[src/rtl/alu32_pkg.sv]
// Shared ALU definitions: datapath width and the left-shifter FSM state encoding.
package alu32_pkg;

    localparam int ALU_WIDTH = 32;

    typedef enum logic [1:0] {SL_IDLE, SL_SHIFT, SL_DONE} sl_state_t;

endpackage : alu32_pkg

[src/rtl/sl32_stage.sv]
// One binary stage of the left shifter: optionally shifts or rotates by 2**amt_log2.
module sl32_stage #(
    parameter int WIDTH   = 32,
    parameter int SHAMT_W = $clog2(WIDTH)
) (
    input  logic [WIDTH-1:0]   in,
    input  logic               en,
    input  logic               rotate,
    input  logic [SHAMT_W-1:0] amt_log2,
    output logic [WIDTH-1:0]   out
);

    logic [SHAMT_W-1:0] amt;
    logic [2*WIDTH-1:0] doubled;

    // NOTE: every signal written in always_comb gets a default first, so no path can infer a latch.
    always_comb begin
        amt     = SHAMT_W'(1) << amt_log2;
        doubled = {in, in} << amt;
        out     = in;
        if (en) begin
            // The upper half of the shifted doubled word is the rotated operand.
            out = rotate ? doubled[2*WIDTH-1:WIDTH] : (in << amt);
        end
    end

endmodule : sl32_stage

[src/rtl/sl32_iter.sv]
// Multi-cycle left shifter/rotator: one binary stage (16, 8, 4, 2, 1) per clock behind valid/ready ports.
module sl32_iter
    import alu32_pkg::*;
#(
    parameter int WIDTH   = ALU_WIDTH,
    parameter int SHAMT_W = $clog2(WIDTH)
) (
    input  logic               clk,
    input  logic               rst_n,
    input  logic               in_valid,
    output logic               in_ready,
    input  logic [WIDTH-1:0]   in_data,
    input  logic [SHAMT_W-1:0] in_shamt,
    input  logic               in_rotate,
    output logic               out_valid,
    input  logic               out_ready,
    output logic [WIDTH-1:0]   out_data
);

    localparam logic [SHAMT_W-1:0] LAST_STAGE = SHAMT_W'(SHAMT_W - 1);

    sl_state_t          state;
    logic [SHAMT_W-1:0] stage;
    logic [SHAMT_W-1:0] shamt_r;
    logic               rotate_r;
    logic [WIDTH-1:0]   acc;

    logic [SHAMT_W-1:0] stage_amt;
    logic               stage_en;
    logic [WIDTH-1:0]   stage_out;

    // Stage k handles the most significant remaining shamt bit first.
    assign stage_amt = LAST_STAGE - stage;
    assign stage_en  = shamt_r[stage_amt];

    sl32_stage #(
        .WIDTH   (WIDTH),
        .SHAMT_W (SHAMT_W)
    ) u_stage (
        .in       (acc),
        .en       (stage_en),
        .rotate   (rotate_r),
        .amt_log2 (stage_amt),
        .out      (stage_out)
    );

    // NOTE: sequential state uses non-blocking assignments so every register samples pre-edge values.
    always_ff @(posedge clk or negedge rst_n) begin
        if (!rst_n) begin
            state     <= SL_IDLE;
            stage     <= '0;
            shamt_r   <= '0;
            rotate_r  <= 1'b0;
            acc       <= '0;
            in_ready  <= 1'b1;
            out_valid <= 1'b0;
            out_data  <= '0;
        end else begin
            case (state)
                SL_IDLE: begin
                    if (in_valid && in_ready) begin
                        acc      <= in_data;
                        shamt_r  <= in_shamt;
                        rotate_r <= in_rotate;
                        stage    <= '0;
                        in_ready <= 1'b0;
                        state    <= SL_SHIFT;
                    end
                end
                SL_SHIFT: begin
                    acc <= stage_out;
                    if (stage == LAST_STAGE) begin
                        state <= SL_DONE;
                    end else begin
                        stage <= stage + SHAMT_W'(1);
                    end
                end
                SL_DONE: begin
                    // First DONE cycle publishes acc; the output then holds until taken.
                    if (!out_valid) begin
                        out_valid <= 1'b1;
                        out_data  <= acc;
                    end else if (out_ready) begin
                        out_valid <= 1'b0;
                        in_ready  <= 1'b1;
                        state     <= SL_IDLE;
                    end
                end
                default: begin
                    state    <= SL_IDLE;
                    in_ready <= 1'b1;
                end
            endcase
        end
    end

endmodule : sl32_iter
[config.mk]
export PLATFORM = sky130hd
export DESIGN_NAME = sl32_iter
export DESIGN_NICKNAME = d
export VERILOG_FILES = /design/src/rtl/alu32_pkg.sv /design/src/rtl/sl32_stage.sv /design/src/rtl/sl32_iter.sv
export SDC_FILE = /design/constraint.sdc
export NUM_CORES = 1
export LEC_CHECK = 0
export CELL_PAD_IN_SITES_DETAIL_PLACEMENT = 1
export CELL_PAD_IN_SITES_GLOBAL_PLACEMENT = 1
export CORE_MARGIN = 2
export CORE_UTILIZATION = 40
export CTS_CLUSTER_DIAMETER = 50
export CTS_CLUSTER_SIZE = 40
export DETAILED_ROUTE_END_ITERATION = 7
export MAX_ROUTING_LAYER = met4
export PLACE_DENSITY_LB_ADDON = 0.1
export SKIP_CTS_REPAIR_TIMING = 1
export SYNTH_ARGS = -nofsm -noshare
export SYNTH_HDL_FRONTEND = slang
export SYNTH_HIERARCHICAL = 1
export SYNTH_SLANG_ARGS = --single-unit
[constraint.sdc]
create_clock -name clk -period 3.35 [get_ports clk]
set_clock_uncertainty 0.15 [all_clocks]
set_input_delay 1.005 -clock clk [delete_from_list [all_inputs] [get_ports clk]]
set_output_delay 1.005 -clock clk [all_outputs]
set_load 0.005 [all_outputs]
==> results of run 1 <==
==> stage by stage <==
step                instance area [um2]  hold WS, ns  setup TNS, ns  cells
floorplan                          5750        0.323              0    537
global placement                   6810        0.321              0    780
detailed placement                 6810        0.334              0    780
CTS                                7070        0.345              0    794
global route                       7170        0.355         -0.467    796
finish                             7170        0.339              0    796
==> layout make-up <==
class                   instances  share of cell area [%]
clock buffers                  11                    3.38
clock inverters                 3                   0.297
inverters                      11                   0.576
multi-input cells             402                    49.8
flip-flops and latches         79                    27.6
well taps                     180                    3.14
repair buffers                110                    15.2
==> state kept, by name (all words and copies together) (netlist names) <==
name	count
acc	32
in_ready	1
out_data	32
out_valid	1
rotate_r	1
shamt_r	5
stage	5
state	2
==> logic make-up (layout without fill, tap and decap cells) <==
logic type | after synthesis | count (layout)
XOR/XNOR | 3 | 3
buffers and inverters | 56 | 135
flip-flops | 79 | 79
AO/OA/AOI/OAI | 137 | 137
AND/OR/NAND/NOR | 123 | 123
adder cells (fa/ha/maj) | 2 | 2
multiplexers | 137 | 137
==> power by group <==
| part | internal (uW) | switching [uW] | total, uW |
|---|---|---|---|
| combinational | 3020 | 3200 | 6210 |
| clock | 514 | 390 | 903 |
| sequential | 1340 | 762 | 2100 |
| total | 4870 | 4350 | 9220 |
==> layer usage <==
layer	track usage, %	vias up	share of wire [%]
li1	-	2170	-
met1	35.7	2445	44
met3	5.45	36	6.0
met4	7.09	0	2.3
met2	42.4	187	47
met5	-	-	0
==> placed cells by master (no fill, tap or decap), drive strengths merged, types with 3 or more instances in the layout <==
cell / Yosys / layout
inv: 11 / 11
o311ai: 3 / 3
o22ai: 12 / 12
mux2i: 14 / 14
nand2b: 6 / 6
a22oi: 5 / 5
nor2: 25 / 25
or3: 4 / 4
o31ai: 4 / 4
clkdlybuf4s50: 0 / 74
o21ai: 31 / 31
nand2: 38 / 38
nor3b: 4 / 4
mux2: 111 / 111
nand3: 16 / 16
nor2b: 10 / 10
buf: 29 / 36
a31oi: 11 / 11
clkbuf: 16 / 11
a21oi: 28 / 28
a32oi: 4 / 4
o22a: 3 / 3
a211o: 5 / 5
a211oi: 11 / 11
nor3: 5 / 5
dfrtp: 78 / 78
o211ai: 6 / 6
mux4: 12 / 12
==> critical path, delay by kind of cell (launching register included) <==
family	cells	cell delay, ns
adders and majority gates	1	0.22
buffers and inverters	3	0.36
muxes	2	0.51
xor gates and xnor gates	1	0.11
AOI/OAI and AO/OA	5	0.89
and+or+nand+nor	1	0.54
DFF	1	0.42
==> path summary, 6_finish.rpt <==
path,from,endpoint
max,stage[0],acc[11]
min,out_data[31],out_data[31]
max reg2reg,stage[0],acc[11]
min reg2reg,out_data[31],out_data[31]
max in group asynchronous,rst_n,acc[5]
min in group asynchronous,rst_n,out_data[26]
==> impl_metrics.tcl, run 1 <==
set metrics [dict create \
    grt_pass1_vias 4983 \
    syn_area_per_cell_um2 10.7 \
    drt_iter0_drc 347 \
    reg2reg_slack_ns 0.03 \
    synth_fa_ha_area_share_pct 0.435 \
    core_area_um2 14000 \
    grt_max_degree 61 \
    final_nets 657 \
    grt_pass1_wl_um 29800 \
    n_fill_cell 1514 \
    dp_slack_ns 0.0724 \
    cpMaxStageDelayCell "or4_4" \
    worstPathArrival_ns 3.40 \
    synth_ff_type "dfrtp_1" \
    synth_commonest_cells "78 x dfrtp_1, 56 x mux2_4, 51 x mux2_2, 38 x nand2_1, 29 x o21ai_0" \
    area_delta_synth_final_pct 24.6 \
    synth-seq-cells 79 \
    synth_cell_types 65 \
    finalCritPeriodShare_pct 99.1 \
    die-area_um2 15400 \
    clkTransAtPathRegs_ns 0.06 \
    yosys-top-cells-area "dfrtp_1 34%, mux2_4 15%, mux2_2 10%" \
    vias 4838 \
    die_y_um 124 \
    diodes 0 \
    grt.total_usage_pct 26.9 \
    synth_top_area_share_pct 33.9 \
    cts_tree "built" \
    drv_slew 0 \
    p_total_uw 9220 \
    synth_xor_area_share_pct 0.457 \
    synth_warnings 6 \
    die_x_um 124 \
    status "complete, no violations" \
    crit_chain "inv_1, ha_2, inv_1, a21oi_1, xnor2_1, buf_4, or4_4, o32ai_4, a211oi_1, a31oi_1, a21oi_1, mux2_4, mux2_4" \
    reg2reg_depth 13 \
    routabilityCongestion 0.928 \
    critPathMaxStageDelay_ns 0.54 \
    yosysSeqAreaShare_pct 34.4 \
    setup_ws_ns 0.0291 \
    antenna_found_initial 0 \
    wl_um 19200 \
    multi_input_area_um2 3570 \
    synth_nets 581 \
    htree_levels 3 \
    hold_class "flop to flop" \
    max_freq_ghz 0.301 \
    ant_nets 0 \
    seq_area_um2 1980 \
    postSynth.asyncResetShare_pct 100 \
    relSlewSlack_pct 48.4 \
    synth-edff-count 0 \
    drive_above_1_share_pct 31.2 \
    synthMuxAreaShare_pct 32.5 \
    synth-simple-area-share_pct 11.4 \
    post_drt_wl_per_cell_um 24.1 \
    finalWorstPathRequiredPeriod_ns 3.32 \
    grt-ovfl-total 0 \
    crit_path_end_kind "flop" \
    clock-sinks 79 \
    crit_required_ns 3.43 \
    synth_compound_area_share_pct 15.6 \
    clock_latency_ns 0.35 \
    final_core_util_pct 51.3 \
    ir_drop_mv 0.612 \
    syn_inst 537 \
    drt_pass1_iterations 5 \
    cts_root_buf "clkbuf_16" \
    powerDensity_nw_per_um2 1290 \
    start_util_pct 41.1 \
    cp_max_fo 10 \
    synth_top_area_cell "dfrtp_1" \
    setup_viol 0 \
    synthMostInstantiatedCell "dfrtp_1" \
    rsz0062_at_grt "true" \
    p_leak_uw 0.00295 \
    ios 76 \
    crit_type "flop to flop" \
    port_buffers 75 \
    cts_buffers 9 \
    row_count 43 \
    tightest_slew_ns 0.775 \
    dpl.hpwl_um 13100 \
    synth_top_family_by_area "multiplexers" \
    critPathLaunchType "flop" \
    viasPerCell 6.08 \
    finalHoldViolCount 0 \
    drc 0 \
    synth_area_um2 5750 \
    cts_buffer_depth 2 \
    hold_depth 1 \
    cap_violations 0 \
]
(Power assumes the default switching activity.)
==> run 2: changes to the inputs <==
GPL_TIMING_DRIVEN = 0   (was not set)
==> run 2 against run 1 <==
Compared with the run above:
- wire length rose by 15%
- highest routed layer unchanged
- largest cell class unchanged
- sequential share of layout area fell by 0.53 points
- critical endpoint is now acc[5]
- non-clock buffer count rose by 18
- global-route usage rose by 3.8 points
- worst setup slack improved by 0.026 ns
- final cell count rose by 2.5%
==> impl_metrics.tcl, run 2 (synthesized netlist as in run 1, its figures left out) <==
set metrics [dict create \
    reg2reg_depth 14 \
    routabilityCongestion 0.989 \
    grt.total_usage_pct 30.7 \
    cap_violations 0 \
    wl_um 22100 \
    crit_chain "inv_1, ha_2, inv_1, a21oi_4, xnor2_4, buf_12, nor4_4, buf_4, mux2i_1, o311ai_1, a31oi_1, a21oi_1, mux2_4, mux2_4" \
    antenna_found_initial 0 \
    n_fill_cell 1484 \
    final_cell_mix "77 x dfrtp_1, 74 x clkdlybuf4s50_1, 56 x mux2_4" \
    relSlewSlack_pct 47.6 \
    worstPathArrival_ns 3.38 \
    ant_nets 0 \
    largestRegisters "acc: 32 flops, out_data: 32 flops" \
    r2r_start "stage[0]" \
    tightest_slew_ns 0.786 \
    rsz0062_at_grt "true" \
    crit_family "multiplexers" \
    dpl.hpwl_um 15600 \
    post_drt_wl_per_cell_um 27.0 \
    port_buffers 75 \
    drive_above_1_share_pct 34.3 \
    multi_input_area_um2 3620 \
    grt_pass1_vias 5429 \
    grt_max_degree 42 \
    crit_required_ns 3.44 \
    finalCritPeriodShare_pct 98.4 \
    viasPerCell 6.37 \
    final_common_cell "dfrtp_1" \
    finalWorstPathRequiredPeriod_ns 3.30 \
    drv_slew 0 \
    drt_pass1_iterations 5 \
    cpMaxStageDelayCell "dfrtp_2" \
    crit_start "stage[0]" \
    grt_pass1_wl_um 33100 \
    critPathCapture "acc[5]" \
    crit_path_end_kind "flop" \
    diodes 0 \
    cts_root_buf "clkbuf_16" \
    critical_path_cell_count 14 \
    htree_levels 3 \
    cts_buffers 9 \
    fin_area_um2 7310 \
    clkTransAtPathRegs_ns 0.06 \
    clock-sinks 79 \
    core_area_um2 14000 \
    dpl_cell_area_um2 6750 \
    max_freq_ghz 0.303 \
    drt_iter0_drc 437 \
    die-area_um2 15400 \
    ios 76 \
    hold_class "flop to flop" \
    drc 0 \
    cts_tree "built" \
    reg2reg_slack_ns 0.05 \
    crit_type "flop to flop" \
    critPathBufInv 4 \
    critPathMaxStageDelay_ns 0.43 \
    vias 5195 \
    die_y_um 124 \
    cts_buffer_depth 2 \
    die_x_um 124 \
    row_count 43 \
    seq_area_um2 1980 \
    start_util_pct 41.1 \
    clock_latency_ns 0.35 \
    area_delta_synth_final_pct 27.1 \
    status "complete, no violations" \
    grt-ovfl-total 0 \
    setup_viol 0 \
    reg2reg_to "acc[5]" \
    critPathLaunchType "flop" \
    final_nets 675 \
    finalHoldViolCount 0 \
    cp_max_fo 6 \
]
## run 2: changes by cell type in the layout (fill, tap and decap cells not counted), moves of 3 or more
cell / previous run / this run
buf_12: 6 / 3
buf_2: 0 / 19
buf_4: 29 / 17
buf_6: 1 / 7
clkbuf_2: 0 / 4
clkbuf_4: 0 / 3
## run 2: worst min path at each step
stage                       startpoint      endpoint  slack, ns  depth (start not counted)
after floorplan             shamt_r[4]    shamt_r[4]       0.32                          1
after global placement    out_data[31]  out_data[31]       0.32                          1
after detailed placement  out_data[28]  out_data[28]       0.33                          1
after CTS                 out_data[28]  out_data[28]       0.34                          1
after global routing      out_data[28]  out_data[28]       0.36                          1
final                     out_data[28]  out_data[28]       0.34                          1
## run 2: layout make-up
class | count | area share, %
Multi-Input combinational cell | 402 | 49.5
Sequential cell | 79 | 27.1
Timing Repair Buffer | 86 | 11.9
Buffer | 42 | 3.83
Clock buffer | 11 | 3.32
Tap cell | 180 | 3.08
Clock inverter | 5 | 0.787
Inverter | 11 | 0.565
## run 2: stage by stage
step	worst slack, ns	hold slack [ns]	setup TNS [ns]	cells	utilization (%)
after global routing	-0.0308	0.357	-0.204	816	52.3
after global placement	-1.63	0.321	-145.27	792	48.1
after detailed placement	-1.02	0.328	-18.42	793	48.2
after CTS	-1.05	0.343	-19.46	809	50.4
after floorplan	0.0317	0.323	0	537	-
final	0.0549	0.341	0	816	52.3
## run 2: layer usage
metal	share of wire [%]	up-vias	GRT usage, %
li1	-	2216	-
met5	0	-	-
met3	7.7	65	6.41
met4	4.2	0	15.5
met2	46	279	46.7
met1	42	2635	38.9
Power of run 2 is not shown: default switching activity piles up to over one toggle a cycle in this logic, so the estimate is an artifact.
==> RTL change 1: new RTL, flow settings as in run 2 <==
Change the package constant `ALU_WIDTH` from 32 to 16.
--- a/src/rtl/alu32_pkg.sv
+++ b/src/rtl/alu32_pkg.sv
@@ -2,5 +2,5 @@
 package alu32_pkg;
 
-    localparam int ALU_WIDTH = 32;
+    localparam int ALU_WIDTH = 16;
 
     typedef enum logic [1:0] {SL_IDLE, SL_SHIFT, SL_DONE} sl_state_t;
Ports: changed (resized in_data, in_shamt and out_data); port bits go from 76 to 43. No check against the original RTL was run, so the function may have changed too.
==> RTL change 1 against run 2 <==
Worst setup slack better by 0.13 ns. First-iteration DRC count down 39%. Count of clock-buffer cells in the layout down 5. Final cell count down 41%. Cell area down 47%. Routed wire length down 52%. Synthesized area down 44%. Sequential cell count down 34. Via count down 44%. Sequential share of layout area up 2.0 points. Critical endpoint is now acc[15]. Largest cell class unchanged. Highest routed layer unchanged.
==> RTL change 1: results (changes against run 2) <==
\begin{tabular}{lr}
\hline
Metric & Value \\
\hline
\multicolumn{2}{l}{\textbf{Place}} \\
\quad Minimum setup slack after placement & 0.159 ns (+1.18 ns) \\
\quad Detailed Place HPWL & 7.77 mm (-50\%) \\
\quad Placed Instance Area & 3780 sq um (-44\%) \\
\quad Placer Congestion & 0.953 (-3.7\%) \\
\multicolumn{2}{l}{\textbf{Layout}} \\
\quad Share of final-layout standard cells stronger than drive strength 1 & 25.3\% (-9.0 points) \\
\quad Largest registers ranked by flip-flop count & acc x16, out\_data x16 \\
\quad NumNets Final & 402 (-40\%) \\
\quad Number of fill cells & 896 (-40\%) \\
\multicolumn{2}{l}{\textbf{CTS}} \\
\quad H-tree Lvls & 2 (-1) \\
\quad Worst-skew pair later-pin latency & 0.32 ns (-0.03 ns) \\
\quad Worst-path clk slew & 0.11 ns (+0.05 ns) \\
\quad Clock tree root buffer cell & clkbuf\_8 \\
\quad Number of CTS-inserted buffers & 5 (-4) \\
\multicolumn{2}{l}{\textbf{Timing}} \\
\quad Transition time at the pin with the least slew margin & 0.597 ns (-0.189 ns) \\
\multicolumn{2}{l}{\textbf{Min path}} \\
\quad Hold Path Stages & 2 (+1) \\
\quad Hold path endpoint & in\_ready \\
\quad Worst hold start & in\_ready \\
\multicolumn{2}{l}{\textbf{Run status}} \\
\quad Run status & complete, no violations \\
\multicolumn{2}{l}{\textbf{Worst setup path}} \\
\quad Worst-case register-to-register setup slack & 0.18 ns (+0.13 ns) \\
\quad Slowest-stage cell, CP & dfrtp\_1 \\
\quad R2r worst-path depth & 9 (-5) \\
\quad Family with the most delay on the worst path & compound AO/OA/AOI/OAI gates \\
\quad RR Endpoint & acc[15] \\
\quad Crit-path max FO & 10 (+4) \\
\quad Crit path largest cell delay & 0.50 ns (+0.07 ns) \\
\multicolumn{2}{l}{\textbf{Logic synthesis}} \\
\quad Number of different library cells in the post-synthesis netlist & 59 (-9.2\%) \\
\quad Commonest cells post-synth & dfrtp\_1, mux2\_2, nand2\_1, nor2\_1 \\
\multicolumn{2}{l}{\textbf{GRT}} \\
\quad Met1 usage & 36.0\% (-2.9 points) \\
\quad Global-route met2 utilization & 40.3\% (-6.4 points) \\
\multicolumn{2}{l}{\textbf{Routing}} \\
\quad Violation count after the first detailed-route iteration & 267 (-39\%) \\
\quad Wire length after detailed routing & 10.6 mm (-52\%) \\
\hline
\end{tabular}
==> RTL change 1: cell families after synthesis <==
| family | synth area share [%] |
|---|---|
| and+or+nand+nor | 17.7 |
| adders and majority gates | 0.778 |
| AOI/OAI and AO/OA | 16.1 |
| muxes | 24.1 |
| DFF | 35.1 |
| buffers and inverters | 5.88 |
| xor gates and xnor gates | 0.273 |
==> RTL change 1: metrics by stage <==
stage,util (%),hold WS (ns),TNS (ns),instances
6_report,49.9,0.354,0,478
4_1_cts,49.9,0.353,0,478
3_3_place_gp,48.4,0.327,-5.84,469
3_5_place_dp,48.6,0.336,0,470
5_1_grt,49.9,0.377,0,478
2_1_floorplan,-,0.319,0,325
==> RTL change 1: worst max-delay path by stage <==
stage	slack [ns]	cells after the start	end	from
CTS	0.14	9	acc[7]	stage[2]
detailed placement	0.16	9	acc[15]	stage[2]
floorplan	0.53	9	acc[8]	stage[2]
global placement	-0.14	1	out_data[2]	rst_n
finish	0.18	9	acc[15]	stage[2]
global route	0.06	10	acc[14]	stage[2]
==> RTL change 1: layout make-up <==
cell class                 instances  area (sq um)  share of cell area, %
clock buffer                       6          82.6                   2.13
sequential                        45          1130                   29.1
buffer                            27           145                   3.74
multi-input combinational        241          1900                   49.0
timing repair buffer              43           435                   11.2
tap                              102           128                   3.29
clock inverter                     2          16.3                  0.419
inverter                          12          45.0                   1.16
==> RTL change 1: per-layer routing <==
layer	share of wire (%)	up-vias
met1	46	1447
met3	5.5	16
met2	47	126
met4	1.6	0
li1	-	1315
met5	0	-
==> RTL change 1: worst register-to-register path, delay by kind of cell (launching register included) <==
kind	cells	cell delay, ns
flops	1	0.50
buf+inv	3	0.54
compound gates	2	0.64
fa+ha+maj	1	0.36
mux	2	0.53
simple gates	1	0.36
==> RTL change 1: power breakdown <==
part	switching [mW]	total, mW	leakage (nW)	internal (mW)
registers	0.401	1.22	0.542	0.821
logic	1.66	3.13	0.963	1.47
clock network	0.222	0.393	0.0478	0.171
==> RTL change 2: new RTL, settings of run 2 <==
Without the edit above. Make the reset (`rst_n`) synchronous in one clocked block.
--- a/src/rtl/sl32_iter.sv
+++ b/src/rtl/sl32_iter.sv
@@ -46,5 +46,5 @@
 
     // NOTE: sequential state uses non-blocking assignments so every register samples pre-edge values.
-    always_ff @(posedge clk or negedge rst_n) begin
+    always_ff @(posedge clk) begin
         if (!rst_n) begin
             state     <= SL_IDLE;
Behaviour: differs if rst_n is asserted again (counterexample within 4 cycles, from zero or initial values and one cycle with rst_n low); with rst_n held inactive, the same outputs for 4 cycles.
==> RTL change 2 against run 2 <==
The flow now finishes with violations (setup timing). Worst setup slack worse by 0.12 ns. Synthesized area is 2.9% lower. Worst hold slack worse by 0.038 ns. Cell area is 1.4% lower. Routed wire length is 20% higher. Count of clock-buffer cells in the layout is 1 lower. Sequential cell count stayed put. Global-route usage is 5.5 points higher.
==> RTL change 2: results (changes against run 2) <==
\begin{tabular}{lr}
\hline
Metric & Value \\
\hline
\multicolumn{2}{l}{\textbf{Run status}} \\
\quad Run status & finished with violations \\
\quad Violations in the final reports & setup timing \\
\multicolumn{2}{l}{\textbf{Layout}} \\
\quad Number of fill cells & 1,646 (+11\%) \\
\quad Comb\_multi\_in & 504 (+25\%) \\
\quad Layout sequential cell count & 79 (unchanged) \\
\quad Layout clock buffers & 10 (-1) \\
\quad Non-clock buffering overhead in the final layout & 17.1\% (+1.4 points) \\
\quad Share of final-layout standard cells stronger than drive strength 1 & 20.5\% (-14 points) \\
\multicolumn{2}{l}{\textbf{GRT}} \\
\quad Global-route wire length before repair & 38.4 mm (+16\%) \\
\quad GRT met3 Usage & 7.30\% (+0.89 points) \\
\quad Global-route met2 utilization & 56.9\% (+10 points) \\
\quad Via count of the first global-routing pass & 6,091 (+12\%) \\
\quad Pin count of the biggest net entering global routing & 15 (-64\%) \\
\quad Met1 usage & 45.7\% (+6.8 points) \\
\quad Overall routing resource usage & 36.2\% (+5.5 points) \\
\multicolumn{2}{l}{\textbf{Timing}} \\
\quad Number of failing setup endpoints in the final timing report & 11 (+11) \\
\quad Transition time at the pin with the least slew margin & 0.686 ns (-0.100 ns) \\
\quad Worst setup slack after layout & -0.0620 ns (-0.117 ns) \\
\multicolumn{2}{l}{\textbf{Logic synthesis}} \\
\quad Net count after synthesis & 707 (+22\%) \\
\quad Number of different library cells in the post-synthesis netlist & 64 (-1.5\%) \\
\quad Complex-gate fraction of the synthesized area & 29.4\% (+14 points) \\
\quad Main synth FF type & dfxtp\_1 \\
\quad Register area share after synthesis & 28.3\% (-6.1 points) \\
\quad Adder-Cell Fraction of Synth Area & 0.448\% (+0.013 points) \\
\quad Synth area leaders & dfxtp\_1, nand2\_1, o311a\_1, a21oi\_1, mux2\_4 \\
\quad Synthesized-area fraction occupied by xor and xnor cells & 0.470\% (+0.014 points) \\
\quad Fraction of registers with async set/reset & 0\% (-100 points) \\
\quad Multiplexer share of the synthesized area & 18.5\% (-14 points) \\
\quad Commonest cells post-synth & nand2\_1, dfxtp\_1, a21oi\_1, clkbuf\_1, o21bai\_1 \\
\multicolumn{2}{l}{\textbf{Place}} \\
\quad Count of input and output buffers & 74 (-1.3\%) \\
\quad Placed insts & 917 (+16\%) \\
\quad Detailed Place HPWL & 19.0 mm (+22\%) \\
\multicolumn{2}{l}{\textbf{Worst setup path}} \\
\quad Slowest-stage cell, CP & or4\_4 \\
\quad Crit path largest cell delay & 0.55 ns (+0.12 ns) \\
\quad Family with the most delay on the worst path & compound AO/OA/AOI/OAI gates \\
\multicolumn{2}{l}{\textbf{Routing}} \\
\quad Violation count after the first detailed-route iteration & 529 (+21\%) \\
\quad Wire length after detailed routing & 26.5 mm (+20\%) \\
\quad Vias per Instance & 6.58 (+3.4\%) \\
\hline
\end{tabular}
## RTL change 2: layer usage
metal | share of wire [%] | vias up
met5 | 0 | -
met4 | 3.9 | 0
met3 | 8.4 | 91
met2 | 48 | 354
met1 | 40 | 3095
li1 | - | 2686
## RTL change 2: through the flow
stage	TNS, ns	area (sq um)	setup slack [ns]	utilization [%]
floorplan	0	5590	0.0190	-
global placement	-21.65	6550	-1.08	47.6
detailed placement	-22.99	6550	-1.10	47.6
CTS	-23.33	6900	-1.10	50.1
global route	-1.80	7210	-0.162	52.4
finish	-0.334	7210	-0.0620	52.4
## RTL change 2: path summary, 6_finish.rpt
path / from / to / slack (ns) / cells after the start
hold reg to reg: out_data[17] / out_data[17] / 0.30 / 2
setup / recovery: stage[0] / acc[14] / -0.06 / 12
hold / removal: out_data[17] / out_data[17] / 0.30 / 2
setup reg to reg: stage[0] / acc[14] / -0.06 / 12
